### src/rtl/mux_4to1_arbiter_pkg.sv
// Shared types and the round-robin pick function for the four-requester mux arbiter.
package mux_arb_pkg;

    typedef enum logic {IDLE, XFER} arb_state_t;

    localparam int NUM_REQ = 4;

    // Scan ptr+1, ptr+2, ptr+3, ptr (mod 4); first set bit wins, so iterate backwards.
    function automatic logic [1:0] rr_pick(input logic [3:0] req, input logic [1:0] ptr);
        logic [1:0] pick;
        logic [1:0] idx;
        pick = 2'd0;
        for (int k = NUM_REQ; k >= 1; k--) begin
            idx = ptr + 2'(k);
            if (req[idx]) pick = idx;
        end
        return pick;
    endfunction

    function automatic logic [3:0] idx2oh(input logic [1:0] idx);
        return 4'b0001 << idx;
    endfunction

endpackage

### src/rtl/mux_4to1_arbiter_if.sv
// Requester/consumer bundle of the mux arbiter; lock exists only with MUX_ARB_LOCK_EN.
interface mux_4to1_arbiter_if #(parameter int n = 8);
    logic [3:0]   req;
    logic [n-1:0] a;
    logic [n-1:0] b;
    logic [n-1:0] c;
    logic [n-1:0] d;
    logic [3:0]   ack;
    logic [3:0]   grant;
    logic [1:0]   sel;
    logic         en;
    logic [n-1:0] y;
    logic         y_valid;
    logic         y_ready;
`ifdef MUX_ARB_LOCK_EN
    logic [3:0]   lock;
`endif

    modport master (
`ifdef MUX_ARB_LOCK_EN
        output lock,
`endif
        output req, a, b, c, d, y_ready,
        input  ack, grant, sel, en, y, y_valid
    );

    modport slave (
`ifdef MUX_ARB_LOCK_EN
        input  lock,
`endif
        input  req, a, b, c, d, y_ready,
        output ack, grant, sel, en, y, y_valid
    );
endinterface

### src/rtl/mux_4to1.sv
// Plain 4:1 n-bit mux datapath; output forced to zero while disabled.
module mux_4to1 #(parameter int n = 8) (
    input  logic [n-1:0] a,
    input  logic [n-1:0] b,
    input  logic [n-1:0] c,
    input  logic [n-1:0] d,
    input  logic         en,
    input  logic [1:0]   sel,
    output logic [n-1:0] y
);
    always_comb begin
        y = '0;
        if (en) begin
            case (sel)
                2'd0:    y = a;
                2'd1:    y = b;
                2'd2:    y = c;
                default: y = d;
            endcase
        end
    end
endmodule

### src/rtl/mux_4to1_arbiter.sv
// Round-robin arbiter sharing one mux_4to1 among four requesters.
// Optional burst lock input is compiled in with MUX_ARB_LOCK_EN.
//
// state | meaning
// IDLE  | no grant held, waiting for any req
// XFER  | grant held, word offered on y with valid/ready
module mux_4to1_arbiter
    import mux_arb_pkg::*;
#(parameter int n = 8) (
    input logic          clk,
    input logic          rst,
    mux_4to1_arbiter_if.slave bus
);
    arb_state_t   state, state_next;
    logic [3:0]   grant, grant_next;
    logic [1:0]   sel, sel_next;
    logic         en, en_next;
    logic [1:0]   ptr, ptr_next;
    logic [3:0]   ack;
    logic         y_valid;
    logic [1:0]   pick;
    logic [3:0]   masked;
    logic         lock_hold;
    logic [n-1:0] y_mux;

    always_ff @(posedge clk) begin
        if (rst) begin
            state <= IDLE;
            grant <= 4'b0000;
            sel   <= 2'd0;
            en    <= 1'b0;
            ptr   <= 2'd3;
        end else begin
            state <= state_next;
            grant <= grant_next;
            sel   <= sel_next;
            en    <= en_next;
            ptr   <= ptr_next;
        end
    end

    always_comb begin
        state_next = state;
        grant_next = grant;
        sel_next   = sel;
        en_next    = en;
        ptr_next   = ptr;
        ack        = 4'b0000;
        y_valid    = 1'b0;
        pick       = 2'd0;
        masked     = 4'b0000;
        lock_hold  = 1'b0;
        case (state)
            IDLE: begin
                if (bus.req != 4'b0000) begin
                    pick       = rr_pick(bus.req, ptr);
                    state_next = XFER;
                    grant_next = idx2oh(pick);
                    sel_next   = pick;
                    en_next    = 1'b1;
                end
            end
            XFER: begin
                if (!bus.req[sel]) begin
                    state_next = IDLE;
                    grant_next = 4'b0000;
                    sel_next   = 2'd0;
                    en_next    = 1'b0;
                end else begin
                    // reset in the same cycle suppresses the handshake entirely
                    y_valid = !rst;
                    if (bus.y_ready && !rst) begin
                        ack = idx2oh(sel);
`ifdef MUX_ARB_LOCK_EN
                        lock_hold = bus.lock[sel];
`endif
                        if (!lock_hold) begin
                            ptr_next = sel;
                            masked   = bus.req & ~idx2oh(sel);
                            if (masked != 4'b0000) begin
                                pick       = rr_pick(masked, sel);
                                grant_next = idx2oh(pick);
                                sel_next   = pick;
                            end else begin
                                state_next = IDLE;
                                grant_next = 4'b0000;
                                sel_next   = 2'd0;
                                en_next    = 1'b0;
                            end
                        end
                    end
                end
            end
            default: state_next = IDLE;
        endcase
    end

    mux_4to1 #(.n(n)) u_mux (
        .a   (bus.a),
        .b   (bus.b),
        .c   (bus.c),
        .d   (bus.d),
        .en  (en),
        .sel (sel),
        .y   (y_mux)
    );

    assign bus.ack     = ack;
    assign bus.grant   = grant;
    assign bus.sel     = sel;
    assign bus.en      = en;
    assign bus.y       = y_mux;
    assign bus.y_valid = y_valid;
endmodule

### src/flat_wrapper.sv
// flat-port wrapper written by rule: the top's interface ports become plain ports
module mux_4to1_arbiter_flat import mux_arb_pkg::*;
#(parameter int n = 8)
  (clk, rst, bus_req, bus_a, bus_b, bus_c, bus_d, bus_y_ready, bus_ack, bus_grant, bus_sel, bus_en, bus_y, bus_y_valid);
  mux_4to1_arbiter_if #(.n(n)) bus_i ();
  input logic clk;
  input logic rst;
  input wire logic [$bits(bus_i.req)-1:0] bus_req;
  input wire logic [$bits(bus_i.a)-1:0] bus_a;
  input wire logic [$bits(bus_i.b)-1:0] bus_b;
  input wire logic [$bits(bus_i.c)-1:0] bus_c;
  input wire logic [$bits(bus_i.d)-1:0] bus_d;
  input wire logic [$bits(bus_i.y_ready)-1:0] bus_y_ready;
  output wire logic [$bits(bus_i.ack)-1:0] bus_ack;
  output wire logic [$bits(bus_i.grant)-1:0] bus_grant;
  output wire logic [$bits(bus_i.sel)-1:0] bus_sel;
  output wire logic [$bits(bus_i.en)-1:0] bus_en;
  output wire logic [$bits(bus_i.y)-1:0] bus_y;
  output wire logic [$bits(bus_i.y_valid)-1:0] bus_y_valid;
  assign bus_i.req = bus_req;
  assign bus_i.a = bus_a;
  assign bus_i.b = bus_b;
  assign bus_i.c = bus_c;
  assign bus_i.d = bus_d;
  assign bus_i.y_ready = bus_y_ready;
  assign bus_ack = bus_i.ack;
  assign bus_grant = bus_i.grant;
  assign bus_sel = bus_i.sel;
  assign bus_en = bus_i.en;
  assign bus_y = bus_i.y;
  assign bus_y_valid = bus_i.y_valid;
  mux_4to1_arbiter #(.n(n)) u_core (.clk(clk), .rst(rst), .bus(bus_i));
endmodule
### config.mk
export PLATFORM = sky130hd
export DESIGN_NAME = mux_4to1_arbiter_flat
export DESIGN_NICKNAME = d
export VERILOG_FILES = /design/src/rtl/mux_4to1_arbiter_pkg.sv /design/src/rtl/mux_4to1_arbiter_if.sv /design/src/rtl/mux_4to1.sv /design/src/rtl/mux_4to1_arbiter.sv /design/src/flat_wrapper.sv
export SDC_FILE = /design/constraint.sdc
export NUM_CORES = 1
export LEC_CHECK = 0
export BUFFER_PORTS_ARGS = -buffer_cell sky130_fd_sc_hd__buf_2
export CORE_MARGIN = 10
export CORE_UTILIZATION = 49
export CTS_CLUSTER_SIZE = 16
export DETAILED_ROUTE_END_ITERATION = 16
export GPL_ROUTABILITY_DRIVEN = 0
export PLACE_DENSITY = 0.93
export SKIP_LAST_GASP = 1
export SYNTH_ARGS = -nofsm -noshare
export SYNTH_HDL_FRONTEND = slang
export SYNTH_HIERARCHICAL = 1
export SYNTH_SLANG_ARGS = --single-unit
### constraint.sdc
create_clock -name clk -period 6.05 [get_ports clk]
set_clock_uncertainty 0.1 [all_clocks]
set_input_delay 1.5125 -clock clk [delete_from_list [all_inputs] [get_ports clk]]
set_output_delay 1.5125 -clock clk [all_outputs]
set_load 0.03 [all_outputs]
==> results.yml <==
worst_setup_path:
  crit_chain: "buf_2 > mux4_2 > and3_1 > and2_1 > buf_2"
  r2r_start: "u_core/bus.sel[0]"
  worstPathArrival_ps: 2790
  cp-end-kind: "primary output"
  crit_family: "multiplexers"
  critPathSlowestCell: "mux4_2"
  cpMostUsedCell: "buf_2"
  crit_path_max_incr_delay_ps: 510
  required_ps: 4440
  critPathKind: "in -> out"
  worstPathMaxFanout: 9
  critical_path.startpoint_type: "input pin"
  crit_buf_inv: 2
  cp-startpoint: "bus_req[3]"
clock_network:
  clkLatencyLatePin_ps: 260
  clk_pin_slew_ps: 60
  clkSinkCount: 10
  cts_resized: 0
  hold_buffers: 0
  cts_tree: "done"
  cts_root_buf: "clkbuf_4"
  cts_buffers: 3
  htreeDepth: 1
  cts.path.max_buffers: 2
  cts_setup_buffers: 0
sta:
  setup_tns_ps: 0
  fmax_mhz: 226.9
  finalSetupViolations: 0
  fin_hold_ws_ps: 363.5
  period_needed_ps: 4406
  hold_viol: 0
  grt_setup_unrepaired: "no"
  max_slew_margin: 0.6784
  worst_slew_pin_slew_ps: 478.1
  slew_violations: 0
  fin_crit_sh: 0.7283
worst_hold_path:
  hp-class: "reg -> reg"
  holdCritStartpoint: "u_core/bus.grant[3]"
final_layout:
  layoutNonFillerInstCount: 219
  post-route-util: 0.6499
  fillCellCount: 196
  layout-drive-gt1-share: 0.3665
  diodes: 0
  area_growth_syn_to_layout_pct: 26.54
  nets: 236
pwr:
  p_leak_uw: 0.0006852
  power.density_nw_per_um2: 218.5
  vdd_drop_max_v: 0.0001698
  power.total_uw: 314.2
grt:
  use_met3: 0.06688
  grt-ovfl-total: 0
  antenna_found_initial: 0
  grt_pass1_wl_mm: 5.865
  grt.busiest_layer: "met2"
  grt_pass1_vias: 1261
  use_met2: 0.2640
  grt_use_met1: 0.1795
  grtUsageTotal: 0.1559
  grt_max_degree: 27
yosys:
  synth_edf_count: 0
  syn_area_um2: 1136
  synthTopCellsByArea: "dfxtp_1, mux2i_1, ha_1, o22ai_1, nand2b_1"
  synth-seq-cells: 10
  yosysTopAreaCell: "dfxtp_1"
  yosysWarnings: 6
  syn_avg_cell_area_um2: 8.415
  synth_seq_area_share: 0.1762
  syn_nets: 178
  synth_top_area_frac: 0.1762
  ys.flop_type: "dfxtp_1"
  yosysMostFrequentCell: "mux2i_1"
  ys_types: 48
  async_reset_ff_frac: 0
  ys_top_cells_by_count: "mux2i_1, dfxtp_1, inv_1, o22ai_1"
  synthCells: 135
floorplanning:
  design.die.area_um2: 4644
  core_um2: 2212
  start_util: 0.5136
  die_w_um: 68.15
  pin_count: 59
  rows: 17
  die_h_um: 68.15
placed_design:
  dp_hpwl_mm: 2.885
  dp.cells: 216
  io_buffers: 58
detailed_routing:
  drt_iter0_drc: 54
  drtAntennaViolNets: 0
  wire_per_inst_um: 16.36
  first_pass_iters: 4
  vias: 1279
  wl_mm: 3.582
  drc: 0
  detail_route.vias_per_cell: 5.840
flow_run:
  maxCapViolCount: 0
status:
  status: "complete, no violations"
[worst reg2reg max path, delay by kind of cell, from the launching register on]
family / cells / cell delay (ps)
flops: 1 / 360
fa+ha+maj: 1 / 400
compound gates: 3 / 700
simple gates: 2 / 710
buf+inv: 2 / 580
[power breakdown]
group / total (µW) / leakage (µW) / switching [µW] / internal, µW
Sequential: 83.9 / 0.0000825 / 9.56 / 74.3
Combinational: 185 / 0.000589 / 111 / 74.8
Clock: 45.0 / 0.0000138 / 22.0 / 23.0
[final timing paths]
path	to	slack (ps)	depth (start not counted)
min reg2reg	u_core/bus.grant[3]	360	2
max reg2reg	u_core/bus.grant[2]	3090	8
max	bus_ack[0]	1640	5
min	u_core/bus.grant[3]	360	2
[metrics by stage]
step                      area, µm²  worst slack [ps]
final                          1438              1644
after global routing           1438              1573
after CTS                      1438              1640
after detailed placement       1415              1646
after global placement         1415              1674
after floorplan                1136              1853
[kinds of logic after synthesis]
logic type	after synthesis	share of synthesized area
AND/OR/NAND/NOR	48	0.2687
AO/OA/AOI/OAI	40	0.2577
multiplexers	19	0.1795
buffers and inverters	14	0.07379
flip-flops	10	0.1762
adder cells (fa/ha/maj)	4	0.04405
[layout by cell type (no fill, tap or decap), drive strengths merged, types with 2 or more instances in the layout]
master,count
ha,4
or4b,2
nor3,2
nand2b,7
and2b,3
clkbuf,3
and2,5
nand2,4
nor4,2
or2,2
o21ai,7
nand3b,2
a21oi,5
inv,8
mux2i,17
a211oi,3
dfxtp,10
and3b,3
nor3b,3
nor2,7
buf,59
nor2b,4
o221ai,2
o22ai,10
a221oi,2
[routing by layer]
metal,share of wire,vias to the layer above
met5,0,-
met4,0.0020,0
met3,0.12,2
met2,0.45,58
met1,0.43,595
li1,-,624
[final cells by class]
type | count | area (µm²) | area share
repair buffers | 59 | 297.8 | 0.2071
inverters | 8 | 30.03 | 0.02089
flip-flops and latches | 10 | 200.2 | 0.1393
clock buffers | 3 | 22.52 | 0.01567
multi-input cells | 111 | 852.1 | 0.5927
well taps | 28 | 35.03 | 0.02437
[registers in the layout, indices dropped and copies added, names as in the netlist]
signal and cells:
u_core/bus.en 1, u_core/state 1, u_core/bus.sel 2, u_core/ptr 2, u_core/bus.grant 4
No activity file was read; power rests on OpenSTA's default activity.
